<file path="src/rtl/vram_write_arbiter.sv">
// Round-robin burst arbiter sharing the frame RAM write port among render requesters.
// One grant at a time; accepted words reach the RAM one cycle after the valid/ready handshake.
module vram_write_arbiter #(
  parameter int NREQ       = 4,
  parameter int AW         = 16,
  parameter int DW         = 8,
  parameter int MAX_BURST  = 64,
  parameter int BLANK_ONLY = 0
) (
  input  logic                      clk,
  input  logic                      rst,
  input  logic                      blank,
  input  logic                      enable,
  input  logic [NREQ-1:0]           req_valid,
  input  logic [NREQ-1:0]           req_last,
  input  logic [NREQ*AW-1:0]        req_addr,
  input  logic [NREQ*DW-1:0]        req_data,
  output logic [NREQ-1:0]           req_ready,
  output logic                      wr_en,
  output logic [AW-1:0]             wr_addr,
  output logic [DW-1:0]             wr_data,
  output logic [$clog2(NREQ)-1:0]   grant_id,
  output logic                      busy
);

  localparam int GW = $clog2(NREQ);
  localparam int CW = $clog2(MAX_BURST);

  typedef enum logic {IDLE, BURST} state_t;

  state_t          state_reg, state_next;
  logic [GW-1:0]   grant_reg, grant_next;
  logic [GW-1:0]   rr_ptr_reg, rr_ptr_next;
  logic [CW-1:0]   burst_cnt_reg, burst_cnt_next;
  logic            wr_en_reg;
  logic [AW-1:0]   wr_addr_reg;
  logic [DW-1:0]   wr_data_reg;

  logic [AW-1:0]   addr_arr [NREQ];
  logic [DW-1:0]   data_arr [NREQ];
  logic [GW:0]     cand_sum [NREQ];
  logic [GW-1:0]   cand_id  [NREQ];

  logic            open;
  logic            gnt_valid;
  logic            gnt_last;
  logic            xfer;
  logic            at_limit;
  logic            burst_end;
  logic [GW-1:0]   ptr_after;
  logic            pick_found;
  logic [GW-1:0]   pick_id;

  // Candidate k is the requester k positions after the round-robin pointer.
  genvar gi;
  generate
    for (gi = 0; gi < NREQ; gi++) begin : g_req
      assign addr_arr[gi] = req_addr[gi*AW +: AW];
      assign data_arr[gi] = req_data[gi*DW +: DW];
      assign cand_sum[gi] = {1'b0, rr_ptr_reg} + (GW+1)'(gi);
      assign cand_id[gi]  = (cand_sum[gi] >= (GW+1)'(NREQ)) ?
                            GW'(cand_sum[gi] - (GW+1)'(NREQ)) : GW'(cand_sum[gi]);
    end
  endgenerate

  assign open      = enable & ((BLANK_ONLY != 0) ? blank : 1'b1);
  assign gnt_valid = req_valid[grant_reg];
  assign gnt_last  = req_last[grant_reg];
  assign xfer      = (state_reg == BURST) & open & gnt_valid;
  assign at_limit  = (burst_cnt_reg == CW'(MAX_BURST - 1));
  assign burst_end = (state_reg == BURST) & open & (~gnt_valid | gnt_last | at_limit);
  assign ptr_after = (grant_reg == GW'(NREQ - 1)) ? '0 : grant_reg + 1'b1;

  // Scan from the farthest candidate down so the nearest valid one wins.
  always_comb begin
    pick_found = 1'b0;
    pick_id    = rr_ptr_reg;
    for (int k = NREQ - 1; k >= 0; k--) begin
      if (req_valid[cand_id[k]]) begin
        pick_found = 1'b1;
        pick_id    = cand_id[k];
      end
    end
  end

  always_ff @(posedge clk or negedge rst) begin
    if (!rst) begin
      state_reg     <= IDLE;
      grant_reg     <= '0;
      rr_ptr_reg    <= '0;
      burst_cnt_reg <= '0;
    end else begin
      state_reg     <= state_next;
      grant_reg     <= grant_next;
      rr_ptr_reg    <= rr_ptr_next;
      burst_cnt_reg <= burst_cnt_next;
    end
  end

  always_comb begin
    state_next     = state_reg;
    grant_next     = grant_reg;
    rr_ptr_next    = rr_ptr_reg;
    burst_cnt_next = burst_cnt_reg;
    case (state_reg)
      IDLE: begin
        if (open && pick_found) begin
          state_next     = BURST;
          grant_next     = pick_id;
          burst_cnt_next = '0;
        end
      end
      BURST: begin
        if (xfer) burst_cnt_next = burst_cnt_reg + 1'b1;
        if (burst_end) begin
          state_next  = IDLE;
          rr_ptr_next = ptr_after;
        end
      end
      default: state_next = IDLE;
    endcase
  end

  always_comb begin
    req_ready = '0;
    if (state_reg == BURST && open) req_ready[grant_reg] = req_valid[grant_reg];
    busy = (state_reg == BURST);
  end

  always_ff @(posedge clk or negedge rst) begin
    if (!rst) begin
      wr_en_reg   <= 1'b0;
      wr_addr_reg <= '0;
      wr_data_reg <= '0;
    end else begin
      wr_en_reg <= xfer;
      if (xfer) begin
        wr_addr_reg <= addr_arr[grant_reg];
        wr_data_reg <= data_arr[grant_reg];
      end
    end
  end

  assign wr_en    = wr_en_reg;
  assign wr_addr  = wr_addr_reg;
  assign wr_data  = wr_data_reg;
  assign grant_id = grant_reg;

endmodule

</file>
<file path="config.mk">
export PLATFORM = sky130hd
export DESIGN_NAME = vram_write_arbiter
export DESIGN_NICKNAME = d
export VERILOG_FILES = /design/src/rtl/vram_write_arbiter.sv
export SDC_FILE = /design/constraint.sdc
export NUM_CORES = 1
export LEC_CHECK = 0
export CAP_MARGIN = 20
export CORE_UTILIZATION = 26
export CTS_CLUSTER_SIZE = 14
export DETAILED_ROUTE_END_ITERATION = 6
export SLEW_MARGIN = 5
export SYNTH_ARGS = -nofsm -noshare
export SYNTH_HDL_FRONTEND = slang
export SYNTH_SLANG_ARGS = --single-unit
</file>
<file path="constraint.sdc">
create_clock -name clk -period 2.1 [get_ports clk]
set_input_delay 0.21 -clock clk [delete_from_list [all_inputs] [get_ports clk]]
set_output_delay 0.21 -clock clk [all_outputs]
set_load 0.01 [all_outputs]
</file>
==> impl_metrics.ini <==
[synth]
yosys-top-cells-count = 80 x nand2_1, 36 x dfrtp_1, 26 x mux4_2
seq_area_frac_synth_pct = 40.0
yosysWarningCount = 0
synth_seq_cells = 36
syn_nets = 323
synth.cell_area_um2 = 2250
netlist_top_cells_area = dfrtp_1 40%, mux4_2 26%, nand2_1 13%
synth_edf_count = 0
synth_area_per_cell_um2 = 10.7
synth.top_cell.area_share_pct = 40.0
ys_types = 36
yosysMostFrequentCell = nand2_1
synth_ff_type = dfrtp_1
ys_async_sr_fraction_pct = 100
yosysTopAreaCell = dfrtp_1
synth_cells = 210

[clock_network]
clk_latency_ps = 290
htreeDepth = 2
root_buffer = clkbuf_8
clock_path_buffers = 2
post_cts_resized = 4
clk_pin_slew_ps = 70
postCtsHoldBufs = 0
cts_tree = yes
numCtsBuffers = 5
post-cts-setup-buffer-count = 0
clock_sinks = 36

[timing]
layout_min_cycle_time_ps = 2000
slew_headroom_pct = 44.0
fmax_ghz = 0.499
final_hold_viol_count = 0
rsz0062_at_grt = false
finalSetupViolations = 0
fin_skew_ps = 3.41
tightest_slew_ps = 841
min_period_over_period_pct = 95.3
timing.final.max_slew_violations = 0

[global_route]
grt_max_degree = 37
grt_pass1_wl_um = 10200
grt_pass1_vias = 2187
track_usage_pct = 15.0
antenna_found_initial = 0
grt-ovfl-total = 0

[setup_path]
ff2ff_setup_slack_ps = 360
cp_num_buf_inv = 2
crit_chain = mux4_2, nand3_2, inv_2, and2_1, dlygate4sd2_1
cpPeakStageDelay_ps = 530
rr_startpoint = grant_id[1]
worst_ep_arrival_time_ps = 1790
crit_slowest_cell = mux4_2
r2r_end = rr_ptr_reg[1]
r2r_cells = 4
worstSetupStartpointType = register
worstPathRequired_ps = 1890
critPathMaxFanout = 5
end_kind = output pin
cpLargestDelayFamily = multiplexers
worstSetupPathType = register to output pin

[place]
portBuffers = 138
place_congestion = 0.792
postPlaceCellArea_um2 = 3770
place_inst = 452
hpwlAfterDp_um = 5220

[die]
top_level_ports = 140
die_area_um2 = 9030
die_y_um = 95.0
die_w_um = 95.0
num_rows = 33
start_util_pct = 27.1
core_area_um2 = 8300

[pwr]
p_sw_w = 0.00147
leakage_nw = 1.67
power_w = 0.00407
p_comb_share_pct = 57.4
p_int_w = 0.00260
power.density_nw_per_um2 = 1060
ir_worst_vdd_mv = 0.398
clkPwrFrac_pct = 12.6
switching_share_pct = 36.2
p_seq_share_pct = 30.0

[hold_path]
hold_class = primary input to asynchronous set/reset pin

[route]
vias_per_cell = 4.65
wl_um = 6620
vias = 2139
route.detailed.wl_per_inst_um = 14.4
ant_nets = 0
drtPass1Iterations = 3
drc = 0
drtIter0Drc = 61

[finish]
finalNonFillerCells = 460
stdcell_area_um2 = 3860
utilization_pct = 46.5
synthToLayoutAreaGrowth_pct = 71.5
nets = 467
largest_register_ffs = 16
drive_above_1_share_pct = 15.2
antenna-diode-count = 0

[job]
max_cap_viol_count = 0

[status]
status = finished, final reports clean
power groups by stage:
stage | logic, W | clock network [W] | registers [W]
floorplan | 0.00127 | 0 | 0.00131
global placement | 0.00238 | 0 | 0.00123
detailed placement | 0.00240 | 0 | 0.00124
CTS | 0.00240 | 0.000537 | 0.00123
global route | 0.00255 | 0.000562 | 0.00127
finish | 0.00234 | 0.000513 | 0.00122
stage by stage:
step	setup WS, ps	hold slack (ps)	setup TNS, ps
2_1_floorplan	239	-85.6	0
3_3_place_gp	-36.5	371	-113
3_5_place_dp	-60.9	369	-191
4_1_cts	76.4	49.0	0
5_1_grt	30.2	87.5	0
6_report	97.8	10.4	0
cell families (layout without fill, tap and decap cells):
logic type / count (synthesis) / after routing / share of synthesized area [%]
adder cells (fa/ha/maj): 5 / 5 / 2.78
AND/OR/NAND/NOR: 103 / 103 / 19.5
multiplexers: 31 / 31 / 28.3
AO/OA/AOI/OAI: 17 / 17 / 4.95
XOR/XNOR: 1 / 1 / 0.389
flip-flops: 36 / 36 / 40.0
buffers and inverters: 17 / 162 / 4.06
cell type report:
cell class                      count  area (um^2)
Timing Repair Buffer              150         1460
Inverter                            4         15.0
Fill cell                         796         4440
Tap cell                          105          131
Clock inverter                      2         10.0
Sequential cell                    36          902
Clock buffer                        6         82.6
Multi-Input combinational cell    157         1260
worst register-to-register path: stages, from the launching register on:
cell and delay (ps):
dfrtp_1 370, mux4_2 530, buf_4 160, a21oi_2 200, mux2_2 360
layer usage:
metal	global-route usage (%)	wire length (um)	vias up
met4	5.30	132	0
met1	17.1	2680	1016
met2	26.7	3340	85
met5	0	0	-
met3	3.99	468	9
li1	-	-	1029
worst max-delay path by stage:
stage                     slack [ps]  depth (start not counted)           end    startpoint
after global placement           -40                          6  req_ready[2]  req_valid[3]
after floorplan                  240                          6  req_ready[0]   grant_id[1]
after detailed placement         -60                          6  req_ready[2]  req_valid[1]
final                            100                          5  req_ready[2]   grant_id[1]
after CTS                         80                          5  req_ready[2]   grant_id[1]
after global routing              30                          5  req_ready[2]   grant_id[1]
layout by cell type, fill, tap and decap left out:
master and count:
a211oi_1 1, a21boi_1 2, a21oi_1 3, a21oi_2 1, a22o_1 1, a2bb2oi_1 1, a31oi_1 1, and2_1 4
and3_1 1, buf_2 1, buf_4 12, clkbuf_8 6, clkdlybuf4s50_1 133, clkinv_2 2, dfrtp_1 35, dfrtp_2 1
dlygate4sd2_1 4, ha_1 5, inv_1 3, inv_2 1, mux2_2 2, mux2i_1 3, mux4_2 26, nand2_1 80
nand2b_1 1, nand3_2 1, nand3b_1 1, nand4_1 3, nor2_1 4, nor2b_1 2, nor3_1 2, o21a_1 1
o21ai_0 4, o21ai_1 1, o221ai_1 1, or2_2 1, or3_1 2, or4_1 1, xnor2_1 1
No activity file was read; power rests on OpenSTA's default activity.
